## src/rtl/nx_fifo_rd_arb.sv

```systemverilog
// Round-robin read scheduler draining N FIFO queues into one consumer.
// Credit-gated, one read per cycle, optional grant hold until end of packet.
module nx_fifo_rd_arb #(
   parameter int N        = 4,
   parameter int CREDITS  = 4,
   parameter bit PKT_LOCK = 1'b1,
   parameter int IDW      = (N > 1) ? $clog2(N) : 1,
   parameter int CW       = $clog2(CREDITS + 1)
) (
   input  logic           clk,
   input  logic           rst_n,
   input  logic           enable,
   input  logic           clear,
   input  logic [N-1:0]   q_empty,
   input  logic [N-1:0]   q_last,
   input  logic           cr_ret,
   output logic [N-1:0]   q_ren,
   output logic           rd_vld,
   output logic [IDW-1:0] rd_id,
   output logic [CW-1:0]  credits,
   output logic           locked,
   output logic           credit_err
);

   logic [IDW-1:0] rr_ptr;
   logic [IDW-1:0] lock_id;
   logic [IDW-1:0] sel;
   logic [IDW-1:0] cand;
   logic           lock;
   logic           found;
   logic           issue;
   logic [CW-1:0]  cnt;

   always_comb begin
      sel   = lock_id;
      cand  = '0;
      found = 1'b0;
      if (lock) begin
         found = !q_empty[lock_id];
      end else begin
         for (int k = 1; k <= N; k++) begin
            cand = IDW'((int'(rr_ptr) + k) % N);
            if (!found && !q_empty[cand]) begin
               found = 1'b1;
               sel   = cand;
            end
         end
      end
   end

   // rst_n is in the gate so q_ren drops the instant reset asserts
   assign issue = rst_n && enable && !clear && (cnt != '0) && found;

   always_comb begin
      q_ren = '0;
      if (issue) q_ren[sel] = 1'b1;
   end

   always_ff @(posedge clk or negedge rst_n) begin
      if (!rst_n) begin
         rr_ptr     <= IDW'(N - 1);
         lock       <= 1'b0;
         lock_id    <= '0;
         cnt        <= CW'(CREDITS);
         rd_vld     <= 1'b0;
         rd_id      <= '0;
         credit_err <= 1'b0;
      end else if (clear) begin
         rr_ptr     <= IDW'(N - 1);
         lock       <= 1'b0;
         cnt        <= CW'(CREDITS);
         rd_vld     <= 1'b0;
         credit_err <= 1'b0;
      end else begin
         rd_vld <= issue;
         if (issue) begin
            rr_ptr <= sel;
            rd_id  <= sel;
            if (PKT_LOCK) begin
               lock <= !q_last[sel];
               if (!q_last[sel]) lock_id <= sel;
            end
         end
         if (issue && !cr_ret) begin
            cnt <= cnt - 1'b1;
         end else if (!issue && cr_ret) begin
            if (cnt == CW'(CREDITS)) credit_err <= 1'b1;
            else cnt <= cnt + 1'b1;
         end
      end
   end

   assign credits = cnt;
   assign locked  = lock;

endmodule

```

## config.mk

```make
export PLATFORM = sky130hd
export DESIGN_NAME = nx_fifo_rd_arb
export DESIGN_NICKNAME = d
export VERILOG_FILES = /design/src/rtl/nx_fifo_rd_arb.sv
export SDC_FILE = /design/constraint.sdc
export NUM_CORES = 1
export LEC_CHECK = 0
export CORE_ASPECT_RATIO = 1.2
export CORE_MARGIN = 5
export CORE_UTILIZATION = 37
export DETAILED_ROUTE_END_ITERATION = 7
export HOLD_SLACK_MARGIN = 0.05
export PLACE_DENSITY = 0.58
export SYNTH_ARGS = -nofsm -noshare
export SYNTH_HDL_FRONTEND = slang
export SYNTH_SLANG_ARGS = --single-unit
```

## constraint.sdc

```tcl
create_clock -name clk -period 3.3 [get_ports clk]
set_clock_uncertainty 0.1 [all_clocks]
set_input_delay 0.825 -clock clk [delete_from_list [all_inputs] [get_ports clk]]
set_output_delay 0.825 -clock clk [all_outputs]
set_load 0.1 [all_outputs]
```

Yosys cells after proc, flatten, opt, wreduce, memory -nomap -nowiden. Cells that the tools add are included.

Register bits: 12. Bits in latches: 0. Bits in writable memories: 0. Bits in read-only memories: 0. Input port bits: 13. Output and inout port bits: 12. Word-level logic and storage cells: 96. Memories kept: 0.

Add/sub/neg operators: 6. $mul: 0. Divide/modulo/power cells: 0. Magnitude comparators: 7. Equality and inequality tests: 3. Shift-type cells: 0. Multiplexer cells: 41. Bitwise gates (word level): 2. Reduce and logical (&&, ||, !) cells: 30.

Operator list (number): 1-bit two-way mux (22); 2-bit by 3-bit < comparator with 1-bit output (second input constant) (6); 2-bit two-way mux (7); 1-bit binary-select mux with 2-bit select (6); 3-bit two-way mux (4); 1-bit zero test (11); 1-bit logical AND (10); 3-bit AND reduction (2); 2-bit nonzero test (3); 3-bit nonzero test (2); 2-bit by 1-bit adder with 2-bit output (second input constant) (2); 2-bit adder (second input constant) (2); 4-bit two-way mux (1); 2-bit AND reduction (2); 3-bit by 1-bit adder with 3-bit output (second input constant) (1); 3-bit equality test (second input constant) (1); 3-bit != test (second input constant) (1); 3-bit by 1-bit subtractor with 3-bit output (second input constant) (1); 1-bit demux with 2-bit select (1); 2-bit by 1-bit >= comparator with 1-bit output (second input constant) (1); 2-bit != test (second input constant) (1); 1-bit NOT (2).

Depth between registers and ports, before layout. Gate-level depths: netlist (run 1).

Depth in word-level cells: 23. Depth in mapped cells: 11. Mapped depth without buffers: 10.

Worst setup path after synthesis (run 1). Ideal clock, no wire load.

Path kind: register -> output. Start point: register lock, in the netlist locked. End point: output port q_ren[0]. Arrival time: 3.850 ns. Required time: 2.375 ns. Slack: -1.475 ns. Cell stages (with the launch flop): 6. Path buffers: 1. Cells stage by stage: dfrtp_1 -> clkbuf_8 -> nor3_1 -> a211oi_2 -> o311ai_4 -> nor3_1.

Word-level cells in the longest chain between the ends: 6. Elaborated cells between the ends (all ways): 9. Those cells by class: order compare: 2; mux: 5; reduce/logical: 2.

Ends and longest elaborated chain: start: declaration (line 29) `logic lock;`; start signal: assignment (line 80) `lock <= !q_last[sel];`; 2-bit two-way mux (line 38) `if (lock) begin`; 2-bit by 3-bit < comparator with 1-bit output (not written as such) / 2-bit by 1-bit >= comparator with 1-bit output (equally long branches) (line 56) `if (issue) q_ren[sel] = 1'b1;`; 1-bit logical AND (not written as such) (line 56); 1-bit two-way mux (not written as such) (line 56); 1-bit demux with 2-bit select (line 56); 4-bit two-way mux (*) (line 56); end: declaration (line 17) `output logic [N-1:0] q_ren,`.

Mark *: on every way between the ends. The rest lies on a longest branch, timed or not.

Worst setup path in the final report (run 1).
Start point: register rr_ptr[1]. End point: output port q_ren[3].

Word-level cells in the longest chain between the ends: 22. Elaborated cells between the ends (all ways): 41. Those cells by class: add/sub: 4; order compare: 2; mux: 24; reduce/logical: 11.

Ends and longest elaborated chain: start: declaration (line 25) `logic [IDW-1:0] rr_ptr;`; start signal: assignment (line 61) `rr_ptr <= IDW'(N - 1);`; start signal: assignment (line 69) `rr_ptr <= IDW'(N - 1);`; start signal: assignment (line 77) `rr_ptr <= sel;`; 2-bit by 1-bit adder with 2-bit output (line 42) `cand = IDW'((int'(rr_ptr) + k) % N);`; 1-bit binary-select mux with 2-bit select (line 43) `if (!found && !q_empty[cand]) begin`; 1-bit two-way mux (not written as such) (line 43); 1-bit two-way mux (line 43); 1-bit two-way mux (line 38); 1-bit zero test (line 43); 1-bit logical AND (line 43); 1-bit two-way mux (line 43); (+6 left out); 1-bit logical AND (line 43); 2-bit two-way mux (line 43); 2-bit two-way mux (line 38); 2-bit by 3-bit < comparator with 1-bit output (not written as such) / 2-bit by 1-bit >= comparator with 1-bit output (equally long branches) (line 56); 1-bit logical AND (not written as such) (line 56); 1-bit two-way mux (not written as such) (line 56); 1-bit demux with 2-bit select (line 56); 4-bit two-way mux (*) (line 56).

Mark *: on every way between the ends. The rest lies on a longest branch, timed or not. The select of a mux whose other input is x is not followed.

==> impl_metrics.ini, run 1 <==
[worst_setup_path]
end_kind = output pin
worst_path_most_repeated_cell = and3_4
slowest_delay_ns = 0.67
arrival_ns = 2.31
critical_path_class = reg2out
rrSetupSlack_ns = 0.56
crit_path_start_kind = register
cp_slowest_cell = dfstp_2
path_delay_family = simple AND/OR/NAND/NOR gates
worstPathRequired_ns = 2.37
crit_chain = and3b_2 -> and3_4 -> a2111oi_4 -> o31ai_2 -> nand2_2 -> and3_4 -> buf_12
worst-path-buf-inv = 1
worst-path-max-fanout = 12

[logic_synthesis]
synth_top_area_cell = dfrtp_1
synthesis.area_sq_um = 1120
async_flop_share = 1.00
synth_cell_types = 55
synthCells = 128
ys_seq_area_frac = 0.272
ys_ff_latch = 12
synth_fp_nets = 142
synth_area_leaders = dfrtp_1 20%, dfstp_2 7.1%, nor2_1 5.4%
synth_edf_count = 0
synth.avg_cell_area_sq_um = 8.72
ys.flop_type = dfrtp_1
synth_top_area_share = 0.202
ys_warn_count = 0

[finish]
diodes = 0
seq_area_sq_um = 310
final_core_utilization = 0.567
fin_nets = 188
drive_above_1_share = 0.422
final_area_sq_um = 1610
area_delta_synth_final_pct = 44.2
multi_input_area_sq_um = 729
fin_cells = 207
fillers = 263

[route]
ant_nets = 0
drc = 0
drt_wl_total_mm = 2.95
via_count = 1144
post_drt_wl_per_cell_microns = 14.2
vias_per_cell = 5.53
initialDrtViolationCount = 70
dr.pass1.iters = 4

[run]
drv_cap = 0

[sta]
setup_violations = 0
fin_crit_ns = 3.23
period_share = 0.980
maxSlewViolCount = 0
worst_slew_pin_slew_ns = 0.313
max_freq_ghz = 0.309
rsz0062_at_grt = true
slew_headroom = 0.791
finalHoldViolations = 0
fin_setup_tns_ns = 0
setup_ws_ns = 0.0668

[floorplanning]
die_h_microns = 70.2
io_pins = 25
rows = 21
initial_core_util = 0.393
core_area_sq_um = 2840
fp.dieW_microns = 60.1
dieArea_sq_um = 4220

[placed_design]
dp_hpwl_mm = 2.29
place_area_sq_um = 1530
finalWeightedCongestion = 0.887
port_buffers = 24
dpl_worst_slack_ns = -0.496
dp.cells = 199

[grt]
grt_pass1_vias = 1154
grt_overflow_total = 0
antenna_found_initial = 0
track_usage = 0.148
grt_max_degree = 16
grt_first_pass_wirelength_mm = 5.07

[cts]
insertion_delay_ns = 0.26
cts_tree = done
cts_buffers = 3
cts_hold_buffers = 0
cts_num_sinks = 12
path_clk_slew_ns = 0.07
cts_buffer_depth = 2
cts_root_buf = clkbuf_4
htreeDepth = 1

[power]
power.density_nw_per_um2 = 470
peakVddDrop_v = 0.000285
power_leakage_nw = 0.747

[worst_hold_path]
hold_class = reg2reg

[run_status]
status = completed
final timing paths:
| check | from | depth (start not counted) | end |
|---|---|---|---|
| min in group asynchronous | rst_n | 2 | credits[0]$_DFFE_PN0P_ |
| setup reg to reg | lock_id[1]$_DFFE_PN0P_ | 11 | credits[2]$_DFFE_PN1P_ |
| max in group asynchronous | rst_n | 2 | rr_ptr[1]$_DFFE_PN1P_ |
| hold reg to reg | rd_id[1]$_DFFE_PN0P_ | 2 | rd_id[1]$_DFFE_PN0P_ |
| setup / recovery | rr_ptr[1]$_DFFE_PN1P_ | 7 | q_ren[3] |
| hold / removal | rd_id[1]$_DFFE_PN0P_ | 2 | rd_id[1]$_DFFE_PN0P_ |
metrics by stage:
| step | hold slack (ns) | total power, W |
|---|---|---|
| floorplan | 0.429 | 0.000506 |
| global placement | 0.383 | 0.000623 |
| detailed placement | 0.402 | 0.000627 |
| CTS | 0.419 | 0.000749 |
| global route | 0.462 | 0.000800 |
| finish | 0.405 | 0.000756 |
cells in the final DEF (no fill, tap or decap), drive strengths merged, types with 2 or more instances in the layout:
cell / instances
o21ai: 8
inv: 8
nand3: 7
a31oi: 2
nand2: 9
clkdlybuf4s50: 8
clkbuf: 4
dfrtp: 9
nor3b: 2
and3: 4
nand2b: 2
a21o: 2
dfstp: 3
and3b: 2
mux2i: 3
o21a: 2
a21oi: 8
nor2: 16
a221oi: 2
buf: 41
nor3: 7
Yosys cell counts (2+ instances only):
cell / number
nand2_2: 2
nand2_1: 7
nand3_1: 7
buf_6: 4
dfrtp_1: 9
inv_1: 8
and3_1: 2
nor3_1: 7
a21oi_1: 8
nor3b_1: 2
dfstp_2: 3
nor2_1: 16
nand2b_1: 2
o21a_1: 2
mux2i_1: 3
a31oi_1: 2
o21ai_0: 6
repair_timing:
item / in CTS / in global routing
pin swaps: 6 / 6
hold endpoints to repair: 0 / 0
gates resized for setup: 21 / 11
buffers inserted: 1 / 3
setup endpoints to repair: 5 / 4
layout make-up:
class	count	share of cell area
repair buffers	49	0.281
clock buffers	4	0.0226
multi-input cells	99	0.453
flip-flops and latches	12	0.193
inverters	9	0.0241
well taps	34	0.0264
logic make-up after synthesis:
group / Yosys count / share of synthesized area
adder cells (fa/ha/maj): 1 / 0.0112
AO/OA/AOI/OAI: 35 / 0.271
buffers and inverters: 17 / 0.102
multiplexers: 4 / 0.0505
XOR/XNOR: 2 / 0.0157
AND/OR/NAND/NOR: 57 / 0.277
flip-flops: 12 / 0.272
worst min-delay path, delay by kind of cell, from the launching register on:
kind	cells	cell delay, ns
DFF	1	0.35
and+or+nand+nor	2	0.12
registers in the layout, indices dropped and copies added, names as in the netlist:
| name | count |
|---|---|
| credits | 3 |
| lock_id | 2 |
| rd_id | 2 |
| rr_ptr | 2 |
| credit_err | 1 |
| locked | 1 |
| rd_vld | 1 |
report_power, final:
part / internal [W] / switching, W / leakage (nW) / total [W]
Sequential: 0.000177 / 0.0000521 / 0.144 / 0.000229
Clock: 0.0000669 / 0.0000452 / 0.0210 / 0.000112
Combinational: 0.000167 / 0.000248 / 0.581 / 0.000415
Total: 0.000411 / 0.000345 / 0.747 / 0.000756
metal layers:
layer  track usage  wire, microns  vias to the layer above  part of all wire
met2         0.243           1490                       33              0.51
met1         0.186           1250                      549              0.42
met5             0              0                        -                 0
li1              -              -                      554                 -
met3        0.0258            141                        8             0.048
met4        0.0567             63                        0             0.021
(Power assumes the default switching activity.)
==> run 2: changes to the inputs <==
CAP_MARGIN = 0   (was default)
==> results of run 2 <==
The final DEF is identical to that of run 1; final timing and power are the same.
